<file path="config.mk">
export PLATFORM = sky130hd
export DESIGN_NAME = calc_cmd_driver
export DESIGN_NICKNAME = d
export VERILOG_FILES = /design/src/rtl/calc_pkg.sv /design/src/rtl/calc_cmd_driver_sat_counter.sv /design/src/rtl/calc_cmd_driver.sv
export SDC_FILE = /design/constraint.sdc
export NUM_CORES = 1
export LEC_CHECK = 0
export ABC_AREA = 0
export BUFFER_PORTS_ARGS = -buffer_cell sky130_fd_sc_hd__buf_2
export CAP_MARGIN = 15
export CELL_PAD_IN_SITES_DETAIL_PLACEMENT = 0
export CELL_PAD_IN_SITES_GLOBAL_PLACEMENT = 1
export CORE_ASPECT_RATIO = 1.1
export CORE_MARGIN = 2
export CORE_UTILIZATION = 37
export CTS_BUF_LIST = sky130_fd_sc_hd__clkbuf_16
export DETAILED_ROUTE_END_ITERATION = 7
export PLACE_DENSITY = 0.85
export SLEW_MARGIN = 10
export SYNTH_ARGS = -nofsm -noshare
export SYNTH_HDL_FRONTEND = slang
export SYNTH_SLANG_ARGS = --single-unit
</file>
<file path="constraint.sdc">
create_clock -name clk -period 2.6 [get_ports clk]
set_input_delay 0.26 -clock clk [delete_from_list [all_inputs] [get_ports clk]]
set_output_delay 0.26 -clock clk [all_outputs]
set_load 0.02 [all_outputs]
</file>
<file path="src/rtl/calc_pkg.sv">
// Shared opcode map, FSM states and helpers for the calculator command driver.
package calc_pkg;

  localparam int unsigned OP_ADD        = 0;
  localparam int unsigned OP_ADD_ALT    = 1;
  localparam int unsigned OP_SUB        = 2;
  localparam int unsigned OP_MUL        = 3;
  localparam int unsigned OP_DIV        = 4;
  localparam int unsigned OP_MOD        = 5;
  localparam int unsigned OP_AND        = 6;
  localparam int unsigned OP_OR         = 7;
  localparam int unsigned OP_NOT        = 8;
  localparam int unsigned OP_LT         = 9;
  localparam int unsigned OP_EQ         = 10;
  localparam int unsigned OP_GT         = 11;
  localparam int unsigned OP_LAST_LEGAL = 11;

  localparam logic [7:0] DIVZERO_RESULT = 8'hFF;

  typedef enum logic [1:0] {IDLE, DRIVE, RESP} state_t;

  function automatic logic is_div_zero(input int unsigned opc, input logic b_zero);
    return ((opc == OP_DIV) || (opc == OP_MOD)) && b_zero;
  endfunction

  function automatic logic is_err_cmd(input int unsigned opc, input logic b_zero);
    return (opc > OP_LAST_LEGAL) || is_div_zero(opc, b_zero);
  endfunction

endpackage

</file>
<file path="src/rtl/calc_cmd_driver_sat_counter.sv">
// Saturating event counter; holds at all-ones, cleared by synchronous reset.
module sat_counter #(
  parameter int CNT_W = 8
) (
  input  logic             clk,
  input  logic             rst,
  input  logic             inc,
  output logic [CNT_W-1:0] count
);

  always_ff @(posedge clk) begin
    if (rst)
      count <= '0;
    else if (inc && (count != '1))
      count <= count + 1'b1;
  end

endmodule

</file>
<file path="src/rtl/calc_cmd_driver.sv">
// Sequential initiator for the combinational calculator: registers operands,
// waits a settle time, captures {overflow,result} and returns it with the tag.
module calc_cmd_driver
  import calc_pkg::*;
#(
  parameter int DATA_W        = 8,
  parameter int OPC_W         = 4,
  parameter int TAG_W         = 4,
  parameter int SETTLE_CYCLES = 1,
  parameter int CNT_W         = 8
) (
  input  logic              clk,
  input  logic              rst,
  input  logic              cmd_valid,
  output logic              cmd_ready,
  input  logic [OPC_W-1:0]  cmd_opcode,
  input  logic [DATA_W-1:0] cmd_a,
  input  logic [DATA_W-1:0] cmd_b,
  input  logic [TAG_W-1:0]  cmd_tag,
  output logic [DATA_W-1:0] calc_input1,
  output logic [DATA_W-1:0] calc_input2,
  output logic [OPC_W-1:0]  calc_opcode,
  input  logic [DATA_W-1:0] calc_result,
  input  logic              calc_overflow,
  output logic              rsp_valid,
  input  logic              rsp_ready,
  output logic [DATA_W-1:0] rsp_result,
  output logic              rsp_overflow,
  output logic              rsp_err,
  output logic [TAG_W-1:0]  rsp_tag,
  output logic              busy,
  output logic [CNT_W-1:0]  ovf_count,
  output logic [CNT_W-1:0]  err_count
);

  state_t     state, state_nxt;
  logic [3:0] settle_cnt;
  logic       cmd_err, cmd_divz, rsp_fire;

  assign cmd_err  = is_err_cmd(32'(cmd_opcode), cmd_b == '0);
  assign cmd_divz = is_div_zero(32'(cmd_opcode), cmd_b == '0);
  assign rsp_fire = (state == RESP) && rsp_ready;

  always_ff @(posedge clk) begin
    if (rst) state <= IDLE;
    else     state <= state_nxt;
  end

  // Rejected commands also pass through DRIVE (with a zero count) so their
  // turnaround equals that of the fastest legal command.
  always_comb begin
    state_nxt = state;
    case (state)
      IDLE:    if (cmd_valid) state_nxt = DRIVE;
      DRIVE:   if (settle_cnt == '0) state_nxt = RESP;
      RESP:    if (rsp_ready) state_nxt = IDLE;
      default: state_nxt = IDLE;
    endcase
  end

  always_comb begin
    cmd_ready = (state == IDLE);
    rsp_valid = (state == RESP);
    busy      = (state != IDLE);
  end

  always_ff @(posedge clk) begin
    if (rst) begin
      calc_input1  <= '0;
      calc_input2  <= '0;
      calc_opcode  <= '0;
      rsp_result   <= '0;
      rsp_overflow <= 1'b0;
      rsp_err      <= 1'b0;
      rsp_tag      <= '0;
      settle_cnt   <= '0;
    end else begin
      case (state)
        IDLE: if (cmd_valid) begin
          rsp_tag <= cmd_tag;
          if (cmd_err) begin
            rsp_result   <= cmd_divz ? DATA_W'(DIVZERO_RESULT) : '0;
            rsp_overflow <= 1'b0;
            rsp_err      <= 1'b1;
            settle_cnt   <= '0;
          end else begin
            calc_input1 <= cmd_a;
            calc_input2 <= cmd_b;
            calc_opcode <= cmd_opcode;
            rsp_err     <= 1'b0;
            settle_cnt  <= 4'(SETTLE_CYCLES - 1);
          end
        end
        DRIVE: begin
          if (settle_cnt != '0)
            settle_cnt <= settle_cnt - 1'b1;
          else if (!rsp_err) begin
            rsp_result   <= calc_result;
            rsp_overflow <= calc_overflow;
          end
        end
        default: ;
      endcase
    end
  end

  sat_counter #(.CNT_W(CNT_W)) u_ovf_cnt (
    .clk   (clk),
    .rst   (rst),
    .inc   (rsp_fire && rsp_overflow),
    .count (ovf_count)
  );

  sat_counter #(.CNT_W(CNT_W)) u_err_cnt (
    .clk   (clk),
    .rst   (rst),
    .inc   (rsp_fire && rsp_err),
    .count (err_count)
  );

endmodule

</file>
# Word level (Yosys, flattened, before mapping)
# Index checks and enable logic that the tools add are counted.
dict set report totals {
  regBits 56
  word_cells 67
  output_inout_bits 53
}
dict set report op_classes {
  eq_ne 13
  reduce_logical 19
  magnitude_cmp 1
  n_addsub 3
  n_bitwise 1
  mux 19
}
# operator count
set op_table {}
lappend op_table {{8-bit 2-to-1 mux} 5}
lappend op_table {{8-bit by 1-bit adder with 8-bit output, second input constant} 2}
lappend op_table {{8-bit inequality test, second input constant} 2}
lappend op_table {{8-bit case mux with 2 select lines} 1}
lappend op_table {{2-bit inequality test, second input constant} 5}
lappend op_table {{3-bit AND reduction} 3}
lappend op_table {{4-bit by 3-bit equality test with 1-bit output, second input constant} 2}
lappend op_table {{8-bit zero test} 1}
lappend op_table {{4-bit 2-to-1 mux} 2}
lappend op_table {{4-bit case mux with 2 select lines} 1}
lappend op_table {{1-bit logical AND} 6}
lappend op_table {{2-bit 2-to-1 mux} 3}
lappend op_table {{2-bit case mux with 3 select lines} 1}
lappend op_table {{1-bit 2-to-1 mux} 5}
lappend op_table {{5-bit AND reduction} 1}
lappend op_table {{4-bit greater-than comparator, second input constant} 1}
lappend op_table {{4-bit zero test} 1}
lappend op_table {{2-bit by 1-bit inequality test with 1-bit output, second input constant} 2}
lappend op_table {{2-bit nonzero test} 2}
lappend op_table {{4-bit nonzero test} 1}
lappend op_table {{4-bit by 1-bit subtractor with 4-bit output, second input constant} 1}
lappend op_table {{2-bit by 1-bit equality test with 1-bit output, second input constant} 1}
lappend op_table {{2-bit equality test, second input constant} 1}
lappend op_table {{2-bit zero test} 1}
lappend op_table {{4 further kinds} 5}

# Longest topological paths before layout
# Gate-level depths: netlist of run 1.
dict set report logic_depth {
  depth_word 7
  depth_mapped 8
  depth_no_buf 6
}

# By module
# Synthesis of run 1 repeated with hierarchy kept, for this count alone.
dict set report hier_totals {
  cells_unflattened 269
  hier_area_um2 2613.8
}
# module seq_area_each_um2 area_each_um2 cells_each n_inst
set modules_own_cells {}
lappend modules_own_cells {calc_cmd_driver 800.8 1752.9 177 1}
lappend modules_own_cells {sat_counter 160.2 430.4 46 2}

# Worst setup path before layout of run 1
# OpenSTA, ideal clock, no wires.
dict set report synth_path {
  path_type {register to register}
  from {reg settle_cnt[0]}
  to {reg rsp_overflow}
  t_required_ns 2.484
  stages_incl_launch_ff 9
  period_less_slack_ns 1.961
  arrival_time_ns 1.846
  path_slack_ns 0.639
  n_path_buf 2
  path_cell_list {dfxtp_1 > inv_1 > ha_1 > or3b_1 > buf_6 > a221oi_4 > buf_12 > nand2_1 > a31o_1}
}
dict set report synth_between {
  elab_chain_cells 3
}
# item line_no
set synth_rtl {}
lappend synth_rtl {{start: declaration} calc_cmd_driver.sv:37} ;# logic [3:0] settle_cnt;
lappend synth_rtl {{start signal: assignment} calc_cmd_driver.sv:91} ;# settle_cnt <= 4'(SETTLE_CYCLES - 1);
lappend synth_rtl {{start signal: assignment} calc_cmd_driver.sv:96} ;# settle_cnt <= settle_cnt - 1'b1;
lappend synth_rtl {{4-bit nonzero test} calc_cmd_driver.sv:95} ;# if (settle_cnt != '0)
lappend synth_rtl {{2-bit inequality test (no source line)} -}
lappend synth_rtl {{5-bit AND reduction (no source line)} -}
lappend synth_rtl {{end signal: assignment} calc_cmd_driver.sv:99} ;# rsp_overflow <= calc_overflow;
lappend synth_rtl {{end: declaration} calc_cmd_driver.sv:28} ;# output logic rsp_overflow,
# No other way between the ends.
# A chain may end at the register's enable or synchronous reset.

# Final worst setup path of run 1
dict set report layout_path {
  from {reg settle_cnt[0]}
  to {reg rsp_result[0]}
}
dict set report layout_between {
  elab_chain_cells 3
}
# item line_no
set layout_rtl {}
lappend layout_rtl {{4-bit nonzero test} calc_cmd_driver.sv:95}
lappend layout_rtl {{2-bit inequality test (no source line)} -}
lappend layout_rtl {{5-bit AND reduction (no source line)} -}
lappend layout_rtl {{end signal: assignment} calc_cmd_driver.sv:82} ;# rsp_result <= cmd_divz ? DATA_W'(DIVZERO_RESULT) : '0;
lappend layout_rtl {{end signal: assignment} calc_cmd_driver.sv:98} ;# rsp_result <= calc_result;
lappend layout_rtl {{end: declaration} calc_cmd_driver.sv:27} ;# output logic [DATA_W-1:0] rsp_result,
# No other way between the ends.

==> reports/results.tsv, run 1 <==
metric	value	unit
area leader, netlist	dfxtp_1	
clock skew	0.00550	ns
Die Wd	83.6	µm
slew margin rel.	0.524	
Routed WL per cell	13.6	µm
# IOs	90	
RSZ-0062 raised after global routing	false	
max cap viols	0	
GRT overflow	0	
status	finished, final reports clean	
fillers	659	
Ant. Diodes	0	
Pre-antenna DRT Iters	4	
Largest stage delay, worst path	0.66	ns
Final min period	2.26	ns
Worst-path clk slew	0.07	ns
Iter 0 DRT Violations	58	
drc violations	0	
number of synthesized register bits	56	
Rows	31	
largest net degree at the start of global routing	41	
CTS tree	built	
Starting Density	0.387	
vias in the first global route	2142	
DIE AREA	0.00765	mm²
post-route ant nets	0	
final period utilization	0.868	
max-slew violation total from the final report	0	
Cells after DPL	430	
register area share after synthesis	0.435	
Worst R2R Path Depth	6	
most frequent cells in the layout	buf_2 (89), dfxtp_1 (56), nor2_1 (38)	
Min-Delay Path Class	primary input to flip-flop	
kind of critical path	flip-flop to flip-flop	
first-pass GRT wire length	9930	µm
Total GRT Usage	0.156	
commonest non-fill, non-tap cell in the layout	buf_2	
final hold violations	0	
share of the synthesized area in the top cell type	0.435	
worst path required time	2.79	ns
nets@finish	396	
Post-CTS Hold Buffers	0	
Die Ht	91.6	µm
worst hold stages	3	
Crit. End Element	flip-flop	
post-CTS sizing	0	
Root Driver	clkbuf_16	
Leakage	0.00151	µW
ys async rst share	0	
critical path peak fanout	16	
number of enable flip-flop cells after synthesis	0	
Peak VDD IR	0.305	mV
post-synthesis average cell area	9.69	µm²
hold_ws	0.204	ns
via count	2280	
syn nets	307	
# Post-CTS Setup Buffers	0	
synth warn	0	
via/cell ratio	5.21	
cell breakdown of the critical path	inv_1 > ha_1 > or3b_1 > a221oi_4 > a21oi_1 > a311oi_1	
overall power	1880	µW
initial antenna violation count	0	
Skew-Pair Late Insertion Delay	0.29	ns
htree depth	2	
dominant register cell in the synthesized netlist	dfxtp_1	
number of distinct library cells after synthesis	49	
PortBufs	89	
Slowest-stage cell, CP	a221oi_4	
critical path startpoint category	flip-flop	
CTS sink count	56	
Longest Clk Path Bufs	2	
final setup violation count	0	
Fmax	443	MHz
Power per Cell Area	585	mW/mm²
final wirelength	5940	µm
Area growth, synth to finish	25.0	%
Cell Area, Synth	0.00258	mm²
synthesized netlist cell count	266	
Slew @ Worst Pin	0.714	ns
top post-synthesis cells by area	dfxtp_1 (43%), mux2i_1 (10%), nor2_1 (5.5%)	
post-DP HPWL	4360	µm
routability cong.	0.779	
share of layout cells above drive strength 1	0.331	
CTS buffer count	5	
Worst Path Arrival	2.45	ns
fin cells	438	
final setup TNS	0	ns
core region area	0.00667	mm²
## cells in the mapped netlist (4+ instances only)
library cell / instances
dfxtp_1: 56
nor2_1: 38
a21oi_1: 27
mux2i_1: 26
nand3_1: 10
clkbuf_1: 9
nor3_1: 8
a311oi_1: 7
inv_1: 7
nand2b_1: 6
and2_1: 4
buf_6: 4
ha_1: 4
nand2_1: 4
nor2b_1: 4
or4_1: 4
## final timing paths
check	from	end	slack (ns)
worst min register to register	settle_cnt[0]	settle_cnt[0]	0.48
worst max-delay path	settle_cnt[0]	rsp_result[0]	0.34
worst max register to register	settle_cnt[0]	rsp_result[0]	0.34
worst min-delay path	cmd_tag[0]	rsp_tag[0]	0.20
## registers in the layout (all words and copies together) (netlist names)
register / cells
rsp_tag: 4
u_err_cnt.count: 8
calc_input2: 8
rsp_overflow: 1
calc_opcode: 4
state: 2
u_ovf_cnt.count: 8
settle_cnt: 4
rsp_result: 8
calc_input1: 8
rsp_err: 1
## layer usage
metal / global-route usage / routed length [µm]
met5: 0 / 0
met4: 0.0457 / 53
met3: 0.0509 / 474
met2: 0.247 / 2620
met1: 0.202 / 2790
## per-stage QoR
step,setup slack [ns],utilization,area (µm²)
floorplan,0.639,-,2580
global placement,0.480,0.463,3090
detailed placement,0.372,0.463,3090
CTS,0.353,0.483,3220
global route,0.198,0.483,3220
finish,0.344,0.483,3220
## layout make-up
class	count	area, µm²	share of cell area
flip-flops and latches	56	1120	0.348
clock inverters	3	11.3	0.00349
multi-input cells	187	1320	0.411
well taps	82	103	0.0318
clock buffers	5	125	0.0388
repair buffers	98	513	0.159
inverters	7	26.3	0.00815
## worst max-delay path: cells and delay by family, from the launching register on
kind	cells	cell delay, ns
simple gates	1	0.49
buf+inv	1	0.10
compound gates	3	1.08
fa+ha+maj	1	0.16
flops	1	0.32
## cell families (layout without fill, tap and decap cells)
group           Yosys count  in the layout  synth area share
simple gates             99             99             0.213
flops                    56             56             0.435
compound gates           52             52             0.158
mux                      28             28             0.110
buf+inv                  23            113            0.0519
fa+ha+maj                 4              4            0.0194
xor+xnor                  4              4            0.0136
## power by group
group	switching, µW	internal, µW
combinational	191	132
sequential	28.4	902
clock	283	347
total	503	1380
Note: power is estimated with default switching activity, not from simulation.
==> inputs of run 2 (changes only) <==
Settings changed: REMOVE_ABC_BUFFERS from default to 1.
==> reports/results.tsv, run 2 (same netlist as run 1, synthesis figures left out) <==
metric	value	unit	change
Rows	31		unchanged
Worst-path clk slew	0.07	ns	about the same
RSZ-0062 raised after global routing	false		
final setup violation count	0		unchanged
Min-Delay Path Class	primary input to flip-flop		
status	finished, final reports clean		
Crit path depth	6		unchanged
Die Ht	91.6	µm	unchanged
met2 global-route usage	0.251		+0.00400
DIE AREA	0.00765	mm²	unchanged
htree depth	2		unchanged
Leakage	0.00151	µW	about the same
critical path peak fanout	16		unchanged
nets@finish	395		-0.25%
clock skew	0.00297	ns	-0.00253 ns
max-slew violation total from the final report	0		unchanged
PortBufs	89		unchanged
clock network fraction of total power	0.376		+0.041
switching share of total power	0.259		-0.00779
commonest non-fill, non-tap cell in the layout	buf_2		
Iter 0 DRT Violations	54		-6.9%
cell breakdown of the critical path	inv_1 > ha_1 > or3b_1 > a221oi_4 > a21oi_1 > a311oi_1		
Largest stage delay, worst path	0.68	ns	+0.02 ns
routability cong.	0.750		-3.7%
CTS sink count	56		unchanged
largest net degree at the start of global routing	35		-15%
Starting Density	0.387		unchanged
final period utilization	0.873		+0.00575
Pre-antenna DRT Iters	4		unchanged
Int Pwr	1490	µW	+7.5%
register area	0.00112	mm²	unchanged
Worst R2R Path Depth	6		unchanged
CTS buffer count	5		unchanged
post-route ant nets	0		unchanged
Slowest-stage cell, CP	a221oi_4		
via/cell ratio	5.19		-0.30%
CTS tree	built		
Comb pwr share	0.159		-0.012
Peak VDD IR	0.318	mV	+4.5%
via count	2268		-0.53%
# Post-CTS Setup Buffers	0		unchanged
Routed WL per cell	13.3	µm	-1.9%
Worst Path Arrival	2.47	ns	+0.02 ns
worst hold stages	3		unchanged
initial antenna violation count	0		unchanged
Post-CTS Hold Buffers	0		unchanged
post-DP HPWL	4190	µm	-3.8%
final setup TNS	0	ns	unchanged
drc violations	0		unchanged
Slew @ Worst Pin	0.674	ns	-0.0406 ns
Crit. End Element	flip-flop		
vias in the first global route	2189		+2.2%
Root Driver	clkbuf_16		
slew margin rel.	0.551		+0.0271
routing usage on met1	0.183		-0.0187
Die Wd	83.6	µm	unchanged
kind of critical path	flip-flop to flip-flop		
critical path startpoint category	flip-flop		
area of the multi-input gates	0.00132	mm²	unchanged
GRT overflow	0		unchanged
Total GRT Usage	0.150		-0.00533
most frequent cells in the layout	buf_2 (89), dfxtp_1 (56), nor2_1 (38)		
final hold violations	0		unchanged
max cap viols	0		unchanged
Seq pwr share	0.465		-0.029
overall power	2000	µW	+6.4%
Ant. Diodes	0		unchanged
met3 usage in global routing	0.0536		+0.00273
delay-heaviest family, CP	compound AO/OA/AOI/OAI gates		
first-pass GRT wire length	9590	µm	-3.4%
Skew-Pair Late Insertion Delay	0.29	ns	about the same
Power per Cell Area	617	mW/mm²	+5.6%
Area growth, synth to finish	25.9	%	
final wirelength	5810	µm	-2.2%
core region area	0.00667	mm²	unchanged
net switching power	520	µW	+3.3%
Final min period	2.27	ns	+0.0150 ns
Worst Path Buf+Inv	1		unchanged
post-CTS sizing	0		unchanged
GRT busiest layer	met2		
worst path required time	2.80	ns	about the same
Fmax	440	MHz	-0.66%
share of layout cells above drive strength 1	0.338		+0.00657
fillers	653		-0.91%
# IOs	90		unchanged
Longest Clk Path Bufs	2		unchanged
[run 2: cell types whose count changed in the layout (fill, tap and decap cells not counted), sizes merged]
cell      previous run  this run
buf                 98        97
inv                  9         7
bufinv               0         1
clkinvlp             0         1
[run 2: power by group through the flow]
stage	combinational [µW]	sequential (µW)	clock (µW)
floorplan	144	1000	0
global placement	316	952	0
detailed placement	322	952	0
CTS	323	934	780
global route	350	939	812
finish	319	933	753
[run 2: through the flow]
step	cell area, µm²	setup slack (ns)	utilization	hold slack, ns	instances
after floorplan	2470	0.405	-	0.328	250
after global placement	3080	0.489	0.462	0.459	429
after detailed placement	3080	0.372	0.462	0.467	429
after CTS	3250	0.350	0.487	0.194	437
after global routing	3250	0.0688	0.487	0.199	437
final	3250	0.329	0.487	0.198	437
[run 2: cell type report]
class                           count  share of cell area
Clock buffer                        5              0.0385
Clock inverter                      3              0.0131
Inverter                            7             0.00809
Multi-Input combinational cell    187               0.408
Sequential cell                    56               0.345
Tap cell                           82              0.0316
Timing Repair Buffer               97               0.156
[run 2: worst paths after layout]
path	startpoint	to	slack, ns
worst max-delay path	settle_cnt[0]	rsp_result[1]	0.33
worst max register to register	settle_cnt[0]	rsp_result[1]	0.33
worst min-delay path	cmd_a[7]	calc_input1[7]	0.20
worst min register to register	settle_cnt[0]	settle_cnt[0]	0.48
[run 2: layer usage]
metal | share of wire | vias up
li1 | - | 1137
met1 | 0.45 | 1058
met2 | 0.47 | 69
met3 | 0.072 | 4
met4 | 0.0069 | 0
met5 | 0 | -
[run 2: worst reg2reg max path: stages (launching register included)]
cell and delay [ns]:
dfxtp_1 0.32, inv_1 0.10, ha_1 0.18, or3b_1 0.49
a221oi_4 0.68, a21oi_1 0.15, a311oi_1 0.27
==> inputs of run 3 (changes only) <==
Settings changed: CAP_MARGIN 15 to default, CORE_ASPECT_RATIO 1.1 to 0.6, PLACE_DENSITY 0.85 to 0.82.
==> reports/results.tsv, run 3 (same netlist as run 1, synthesis figures left out) <==
metric	value	unit	change
Min-Delay Path Class	primary input to flip-flop		
Worst Path Buf+Inv	1		unchanged
post-CTS sizing	0		unchanged
CTS sink count	56		unchanged
Largest stage delay, worst path	0.71	ns	+0.03 ns
drc violations	0		unchanged
largest net degree at the start of global routing	35		unchanged
max cap viols	0		unchanged
status	finished, final reports clean		
critical path peak fanout	17		+1
Skew-Pair Late Insertion Delay	0.30	ns	about the same
kind of critical path	flip-flop to flip-flop		
Ant. Diodes	0		unchanged
# IOs	90		unchanged
# Post-CTS Setup Buffers	0		unchanged
Leakage	0.00150	µW	-0.31%
final hold violations	0		unchanged
overall power	2040	µW	+2.0%
Starting Density	0.385		-0.00195
Slowest-stage cell, CP	a221oi_4		
max-slew violation total from the final report	0		unchanged
Final min period	2.33	ns	+0.0582 ns
final period utilization	0.896		+0.0224
Die Ht	68.7	µm	-25%
final wirelength	6130	µm	+5.5%
GRT overflow	0		unchanged
via/cell ratio	5.10		-1.8%
Routed WL per cell	13.9	µm	+4.5%
Peak VDD IR	0.279	mV	-13%
final setup TNS	0	ns	unchanged
clock skew	0.00503	ns	+0.00206 ns
RSZ-0062 raised after global routing	false		
slew margin rel.	0.520		-0.0308
Pre-antenna DRT Iters	4		unchanged
Longest Clk Path Bufs	2		unchanged
highest routed layer	met4		
Power per Cell Area	629	mW/mm²	+1.9%
nets@finish	394		-0.25%
Iter 0 DRT Violations	89		+65%
Post-CTS Hold Buffers	0		unchanged
first-pass GRT wire length	9900	µm	+3.2%
worst path required time	2.81	ns	about the same
final setup violation count	0		unchanged
cell breakdown of the critical path	inv_1 > ha_1 > or3b_1 > a221oi_4 > a21oi_1 > a311oi_1		
Root Driver	clkbuf_16		
core region area	0.00671	mm²	+0.51%
CTS buffer count	5		unchanged
share of layout cells above drive strength 1	0.336		-0.00187
Worst Path Arrival	2.54	ns	+0.07 ns
vias in the first global route	2051		-6.3%
PortBufs	89		unchanged
commonest non-fill, non-tap cell in the layout	buf_2		
Total GRT Usage	0.166		+0.0154
DR WL met2	2240	µm	-18%
htree depth	2		unchanged
met3 routed WL	478	µm	+15%
CTS tree	built		
Fmax	429	MHz	-2.5%
Slew @ Worst Pin	0.720	ns	+0.0462 ns
Die Wd	112	µm	+34%
post-route ant nets	0		unchanged
post-DP HPWL	4410	µm	+5.1%
M1 WL	3280	µm	+25%
critical path startpoint category	flip-flop		
DIE AREA	0.00768	mm²	+0.27%
Worst-path clk slew	0.08	ns	about the same
Rows	23		-26%
Area growth, synth to finish	26.0	%	about the same
Crit. End Element	flip-flop		
delay-heaviest family, CP	compound AO/OA/AOI/OAI gates		
initial antenna violation count	0		unchanged
routability cong.	0.783		+4.4%
via count	2247		-0.93%
most frequent cells in the layout	buf_2 (89), dfxtp_1 (56), nor2_1 (38)		
## run 3: changes by cell type in the layout (fill, tap and decap cells not counted), sizes merged
| cell | previous run | this run |
|---|---|---|
| buf | 97 | 96 |
| clkinv | 1 | 0 |
| inv | 7 | 8 |
## run 3: area by class of cell
cell class / instances / area (µm²)
Clock buffer: 5 / 125
Clock inverter: 3 / 46.3
Fill cell: 661 / 3460
Inverter: 7 / 26.3
Multi-Input combinational cell: 187 / 1320
Sequential cell: 56 / 1120
Tap cell: 87 / 109
Timing Repair Buffer: 96 / 498
## run 3: per-layer routing
layer / GRT usage / vias to the layer above
met1: 0.227 / 1030
met4: 0.0849 / 0
met3: 0.0586 / 9
met2: 0.230 / 70
li1: - / 1138
met5: 0 / -
## run 3: through the flow
stage	hold WS [ns]	setup slack [ns]	utilization	cell area (µm²)	instances
final	0.184	0.271	0.485	3250	441
after global placement	0.458	0.450	0.459	3080	433
after detailed placement	0.477	0.300	0.459	3080	433
after CTS	0.178	0.277	0.485	3250	441
after global routing	0.193	0.0132	0.485	3250	441
after floorplan	0.328	0.405	-	2470	250
## run 3: worst register-to-register path, stage by stage (launching register included)
cell      delay (ns)
dfxtp_1         0.34
inv_1           0.10
ha_1            0.17
or3b_1          0.49
a221oi_4        0.71
a21oi_1         0.14
a311oi_1        0.28
## run 3: worst paths after layout
| path | startpoint | to | slack (ns) | cells after the start |
|---|---|---|---|---|
| max | settle_cnt[0] | rsp_result[1] | 0.27 | 6 |
| min reg2reg | settle_cnt[0] | settle_cnt[0] | 0.49 | 2 |
| max reg2reg | settle_cnt[0] | rsp_result[1] | 0.27 | 6 |
| min | cmd_a[3] | calc_input1[3] | 0.18 | 3 |
## run 3: where the power goes
part	switching, µW	internal [µW]	total (µW)
clock network	333	459	792
logic	191	127	318
registers	32.7	902	934
